`src/rtl/slot3_ctrl.sv`:
```
// Three-reel slot machine controller: reels advance on i_tick while spinning,
// i_btn stops them one at a time, and RESULT shows the win lamp for RESULT_TICKS ticks.
//
// state     | meaning
// ----------+----------------------------------------------------------
// ST_IDLE   | waiting for i_btn, digits hold last game
// ST_SPIN3  | all three reels spinning
// ST_SPIN2  | reel 0 stopped, reels 1 and 2 spinning
// ST_SPIN1  | reels 0 and 1 stopped, reel 2 spinning
// ST_RESULT | all reels stopped, win lamp shown until RESULT_TICKS ticks
module slot3_ctrl #(
    parameter int unsigned RESULT_TICKS = 10
) (
    input  logic       clk,
    input  logic       i_sclr,
    input  logic       i_btn,
    input  logic       i_tick,
    output logic [3:0] o_digit0,
    output logic [3:0] o_digit1,
    output logic [3:0] o_digit2,
    output logic [2:0] o_spin,
    output logic       o_win,
    output logic       o_ledr,
    output logic       o_busy
);

    localparam logic [7:0] RESULT_TICKS_C = 8'(RESULT_TICKS);

    typedef enum logic [2:0] {
        ST_IDLE,
        ST_SPIN3,
        ST_SPIN2,
        ST_SPIN1,
        ST_RESULT
    } state_t;

    state_t     state_q, state_d;
    logic [3:0] digit0_q, digit0_d;
    logic [3:0] digit1_q, digit1_d;
    logic [3:0] digit2_q, digit2_d;
    logic       win_q, win_d;
    logic       ledr_q, ledr_d;
    logic [7:0] cnt_q, cnt_d;
    logic       adv0, adv1, adv2;

    function automatic logic [3:0] add_mod10(input logic [3:0] d, input logic [3:0] n);
        logic [4:0] s;
        s = {1'b0, d} + {1'b0, n};
        if (s >= 5'd10) begin
            s = s - 5'd10;
        end
        return s[3:0];
    endfunction

    always_comb begin
        state_d  = state_q;
        digit0_d = digit0_q;
        digit1_d = digit1_q;
        digit2_d = digit2_q;
        win_d    = win_q;
        ledr_d   = ledr_q;
        cnt_d    = cnt_q;

        // The reel being stopped by i_btn does not advance on the same edge.
        adv0 = i_tick && (state_q == ST_SPIN3) && !i_btn;
        adv1 = i_tick && ((state_q == ST_SPIN3) || ((state_q == ST_SPIN2) && !i_btn));
        adv2 = i_tick && ((state_q == ST_SPIN3) || (state_q == ST_SPIN2) ||
                          ((state_q == ST_SPIN1) && !i_btn));

        if (adv0) digit0_d = add_mod10(digit0_q, 4'd1);
        if (adv1) digit1_d = add_mod10(digit1_q, 4'd9);
        if (adv2) digit2_d = add_mod10(digit2_q, 4'd3);

        case (state_q)
            ST_IDLE: begin
                if (i_btn) state_d = ST_SPIN3;
            end
            ST_SPIN3: begin
                if (i_btn) state_d = ST_SPIN2;
            end
            ST_SPIN2: begin
                if (i_btn) state_d = ST_SPIN1;
            end
            ST_SPIN1: begin
                if (i_btn) begin
                    state_d = ST_RESULT;
                    win_d   = (digit0_q == digit1_q) && (digit1_q == digit2_q);
                    ledr_d  = (digit0_q == digit1_q) && (digit1_q == digit2_q);
                    cnt_d   = 8'd0;
                end
            end
            ST_RESULT: begin
                if (i_btn) begin
                    state_d = ST_SPIN3;
                    win_d   = 1'b0;
                    ledr_d  = 1'b0;
                    cnt_d   = 8'd0;
                end else if (i_tick) begin
                    cnt_d  = cnt_q + 8'd1;
                    ledr_d = win_q ? ~ledr_q : 1'b0;
                    if (cnt_d == RESULT_TICKS_C) begin
                        state_d = ST_IDLE;
                        win_d   = 1'b0;
                        ledr_d  = 1'b0;
                        cnt_d   = 8'd0;
                    end
                end
            end
            default: begin
                state_d = ST_IDLE;
            end
        endcase
    end

    always_ff @(posedge clk) begin
        if (i_sclr) begin
            state_q  <= ST_IDLE;
            digit0_q <= 4'd0;
            digit1_q <= 4'd0;
            digit2_q <= 4'd0;
            win_q    <= 1'b0;
            ledr_q   <= 1'b0;
            cnt_q    <= 8'd0;
        end else begin
            state_q  <= state_d;
            digit0_q <= digit0_d;
            digit1_q <= digit1_d;
            digit2_q <= digit2_d;
            win_q    <= win_d;
            ledr_q   <= ledr_d;
            cnt_q    <= cnt_d;
        end
    end

    assign o_digit0 = digit0_q;
    assign o_digit1 = digit1_q;
    assign o_digit2 = digit2_q;
    assign o_win    = win_q;
    assign o_ledr   = ledr_q;
    assign o_busy   = (state_q != ST_IDLE);
    assign o_spin   = (state_q == ST_SPIN3) ? 3'b111 :
                      (state_q == ST_SPIN2) ? 3'b110 :
                      (state_q == ST_SPIN1) ? 3'b100 : 3'b000;

endmodule
```
`config.mk`:
```
export PLATFORM = sky130hd
export DESIGN_NAME = slot3_ctrl
export DESIGN_NICKNAME = d
export VERILOG_FILES = /design/src/rtl/slot3_ctrl.sv
export SDC_FILE = /design/constraint.sdc
export NUM_CORES = 1
export LEC_CHECK = 0
export CAP_MARGIN = 20
export CORE_MARGIN = 2
export CORE_UTILIZATION = 51
export CTS_BUF_LIST = sky130_fd_sc_hd__clkbuf_8
export DETAILED_ROUTE_END_ITERATION = 16
export PLACE_DENSITY = 0.77
export SLEW_MARGIN = 20
export SYNTH_ARGS = -nofsm -noshare
export SYNTH_HDL_FRONTEND = slang
export SYNTH_SLANG_ARGS = --single-unit
```
`constraint.sdc`:
```
create_clock -name clk -period 3.6 [get_ports clk]
set_input_delay 0.36 -clock clk [delete_from_list [all_inputs] [get_ports clk]]
set_output_delay 0.36 -clock clk [all_outputs]
set_load 0.02 [all_outputs]
```
== Word level (Yosys, flattened, before mapping) ==
Index checks and enable logic that the tools add are counted.
Widths: inputs -> output; s select.

* Bits in registers: 25
* Bits in latches: 0
* Memory bits (writable): 0
* Memory bits (read-only): 0
* Input bits: 4
* Output and inout bits: 18
* Word-level logic and storage cells: 77
* Memories: 0

* Add/subtract/negate cells: 7
* Multipliers: 0
* Divide/modulo/power cells: 0
* $lt $le $gt $ge: 3
* Equal/unequal tests: 13
* Shifts and indexed selects: 0
* Mux-type cells: 29
* Bitwise operators: 1
* Reductions and logical operators: 17

{| class="wikitable"
|+ Operators by type and width
! kind !! count
|-
| $mux 8 || 4
|-
| $mux 3 || 10
|-
| $pmux 8 s2 || 1
|-
| $ge 5x4->1 const B || 3
|-
| $pmux 3 s5 || 1
|-
| $mux 4 || 3
|-
| $sub 4x4->4 const B || 3
|-
| $add 8x1->8 const B || 1
|-
| $eq 4x4->1 || 2
|-
| $eq 8x4->1 const B || 1
|-
| $mux 1 || 8
|-
| $ne 2x2->1 const B || 4
|-
| $logic_and 1x1->1 || 7
|-
| $eq 3x2->1 const B || 2
|-
| $ne 3x3->1 const B || 2
|-
| $reduce_and 6->1 || 1
|-
| $add 4x1->5 const B || 1
|-
| $add 4x2->5 const B || 1
|-
| $add 4x4->5 const B || 1
|-
| $pmux 1 s2 || 2
|-
| $reduce_and 4->1 || 1
|-
| $eq 3x1->1 const B || 1
|-
| $eq 3x3->1 const B || 1
|-
| $logic_not 3->1 || 1
|-
| other kinds (6) || 8
|}

== Longest topological paths before layout ==
* Depth in word-level cells: 6
* Depth in mapped cells: 8
* Depth with buffers taken out: 8

== Worst setup path before layout ==
OpenSTA, ideal clock, no wires.

* Path type: register to register
* Start point: register digit1_q[0], in the netlist o_digit1[0]
* End point: register digit1_q[1], in the netlist o_digit1[1]
* Setup time: 86 ps
* Data arrival time: 2065 ps
* Data required time: 3514 ps
* Path slack: 1450 ps
* Stages on the path, launching flop included: 8
* Path buffers: 0
* Clock period less this slack: 2150 ps
* Path through: dfxtp_1 ha_1 xnor2_1 ha_1 a21bo_2 a221oi_1 xnor2_1 a211oi_1

* Word-level cells in the longest chain between the ends: 3
* Elaborated cells on any way between the ends: 4
* Those cells by class: 2 x add/sub; 1 x order compare; 1 x mux

{| class="wikitable"
|+ RTL lines
! item !! RTL line !! source
|-
| from (decl) || 39 || <nowiki>logic [3:0] digit1_q, digit1_d;</nowiki>
|-
| from (signal assigned) || 127 || <nowiki>digit1_q <= digit1_d;</nowiki>
|-
| $add 4x4->5 (*) || 48 || <nowiki>s = {1'b0, d} + {1'b0, n};</nowiki>
|-
| $sub 4x4->4 / $ge 5x4->1 (equally long branches) || 50, 49 ||
|-
| $mux 4 (*) || 49 || <nowiki>if (s >= 5'd10) begin</nowiki>
|}

Every way passes the cells marked *; elsewhere a longest branch is shown, timed or not.
A chain may end at the register's enable or synchronous reset.

== Worst setup path after layout ==
Ends and elaborated chain as after synthesis.

==> summary.txt <==
Route
  – Vias: 1,637
  – Vias per cell: 5.704
  – Post-DRT Antenna Nets: 0
  – WL per Instance: 13.48 um
  – Routed Wire Length: 3870 um
  – First-pass DRT Iterations: 4
  – DRT iter0 DRCs: 100
  – DRC: 0

Worst setup path
  – CP endpoint kind: flip-flop
  – CP Class: flip-flop to flip-flop
  – Data arrival, critical path: 2.45 ns
  – Crit path required time: 3.78 ns
  – Crit-path max FO: 8
  – Nature of the critical path startpoint: flip-flop

Synth
  – Ranking of synthesized cells by area: dfxtp_1, ha_1, xnor2_1
  – Syn Inst Count: 229
  – #FFs+latches synth: 25
  – Sequential fraction of the synthesis area: 0.2784
  – Area share of the largest cell type after synthesis: 0.2784
  – Number of distinct library cells after synthesis: 58
  – Ys flop type: dfxtp_1
  – Synth Net Count: 244
  – Asr flop ratio synth: 0
  – Syn_area_per_cell: 7.851 um^2
  – Post-synthesis cell area: 1798 um^2
  – Post-synth EDFFs: 0
  – Cell taking the most area after synthesis: dfxtp_1
  – Synth Warn #: 0

Placed design
  – Final Wtd Congestion: 0.8107
  – Post-DP HPWL: 2778 um
  – Number of port buffers: 21

Pwr
  – LEAKAGE: 0.0007036 uW
  – Power, Total: 749.6 uW
  – Pwr dens: 366.4 nW/um^2
  – Max IR drop VDD: 301.7 uV

Finish
  – FF/Latch Area: 500.5 um^2
  – Layout cells sized above 1: 0.04979
  – Area delta synth->final: 13.78%
  – Multi-input combinational cell area: 1199 um^2
  – Fillers: 331
  – Most frequent cells in the layout: dfxtp_1, nor2_1, clkdlybuf4s50_1
  – Diodes inserted: 0
  – NumNets Final: 257
  – Most common cell after layout, fill and taps aside: dfxtp_1

STA
  – Setup-failing EPs final: 0
  – Unrepaired setup endpoints after global routing: false
  – Rel. slew slack: 0.3007
  – Fmax: 0.4409 GHz
  – Layout Skew: 0.007256 ns
  – Actual slew at the worst max-slew pin: 1.046 ns
  – Hold Fails Final Rpt: 0
  – Tmin final: 2.268 ns
  – Final Max Slew Viols: 0
  – Fin crit share: 0.6301
  – Post-route setup TNS: 0 ns

Flow run
  – Max-Cap Viols: 0

Clocking
  – Num CTS Buffers: 3
  – Root buf cell: clkbuf_8
  – Worst-Skew Late Latency: 0.28 ns
  – Setup Fix Bufs, Post-CTS: 0
  – Post-CTS resize count: 0
  – Worst-path clk slew: 0.09 ns
  – H-tree levels: 1
  – Hold Buf Count CTS: 0
  – Clock buffer depth: 2
  – TritonCTS clock tree: yes
  – CTS Sinks: 25

Floorplanning
  – Ports: 22
  – FP Rows: 21
  – Die span in x: 63.38 um
  – Core area: 3363 um^2
  – Full die area: 4016 um^2
  – Die Y: 63.38 um
  – Initial core utilization: 0.5346

Outcome
  – Status: finished, final reports clean

Global routing
  – Vias in the first global route: 1,501
  – Largest net degree at the start of global routing: 29
  – First-pass GRT wire length: 6727 um
  – Initial antenna violation count: 0
  – Remaining Overflow, GRT: 0
  – Tot GR Track Use: 0.2067

Hold path
  – Hold Path Class: flip-flop to flip-flop
per-stage QoR:
| stage | hold WS (ns) | util | cell area (um^2) | cells | setup slack, ns |
|---|---|---|---|---|---|
| after global routing | 0.5327 | 0.6083 | 2046 | 287 | 1.210 |
| after detailed placement | 0.4794 | 0.5949 | 2001 | 283 | 1.077 |
| after global placement | 0.4649 | 0.5949 | 2001 | 283 | 1.113 |
| after CTS | 0.4928 | 0.6083 | 2046 | 287 | 1.319 |
| final | 0.4960 | 0.6083 | 2046 | 287 | 1.332 |
| after floorplan | 0.4488 | - | 1798 | 229 | 1.450 |
kinds of logic (layout without fill, tap and decap cells):
logic type | count (synthesis) | after routing | share of synthesized area
simple gates | 95 | 95 | 0.2763
compound gates | 60 | 60 | 0.2345
flops | 25 | 25 | 0.2784
buf+inv | 22 | 34 | 0.05497
xor+xnor | 15 | 15 | 0.07307
fa+ha+maj | 11 | 11 | 0.07655
mux | 1 | 1 | 0.006263
power by group:
group	total [uW]	switching, uW	internal, uW
combinational	250	125	125
sequential	328	35.3	293
clock	171	94.5	76.7
flip-flops by register name (all words and copies together) (netlist names):
register and count:
cnt_q 8, o_digit2 4, state_q 3, o_digit1 4, o_win 1, o_digit0 4, o_ledr 1
worst paths after layout:
check / start / end / slack (ns) / depth (start not counted)
worst max-delay path: o_digit1[0] / o_digit1[1] / 1.33 / 7
worst min register to register: cnt_q[7] / cnt_q[7] / 0.50 / 2
worst max register to register: o_digit1[0] / o_digit1[1] / 1.33 / 7
worst min-delay path: cnt_q[7] / cnt_q[7] / 0.50 / 2
synthesized netlist by cell type (all sizes together) (4+ instances only):
cell,instances
o21ai,12
nor2,24
nand3,10
or3,7
nand2,18
inv,9
clkbuf,4
a211oi,4
nor3,8
ha,11
a21oi,17
dfxtp,25
buf,9
nand2b,5
nor3b,4
xnor2,13
final cells by class:
class / instances / area share
Clock buffer: 3 / 0.02018
Inverter: 9 / 0.01651
Tap cell: 46 / 0.02813
Sequential cell: 25 / 0.2446
Timing Repair Buffer: 21 / 0.1028
Clock inverter: 1 / 0.001835
Multi-Input combinational cell: 182 / 0.5859
worst max-delay path: stages (launching register included):
cell      delay (ns)
dfxtp_1         0.52
ha_1            0.29
xnor2_1         0.16
ha_1            0.25
a21bo_2         0.25
a221oi_1        0.38
xnor2_1         0.11
a211oi_1        0.22
layer usage:
layer  routed length (um)  up-vias  GRT usage
li1                     -      850          -
met2                 1949       23     0.3632
met5                    0        -          0
met3                  152        5    0.05536
met4                   44        0    0.06250
met1                 1723      759     0.2439
No activity file was read; power rests on OpenSTA's default activity.
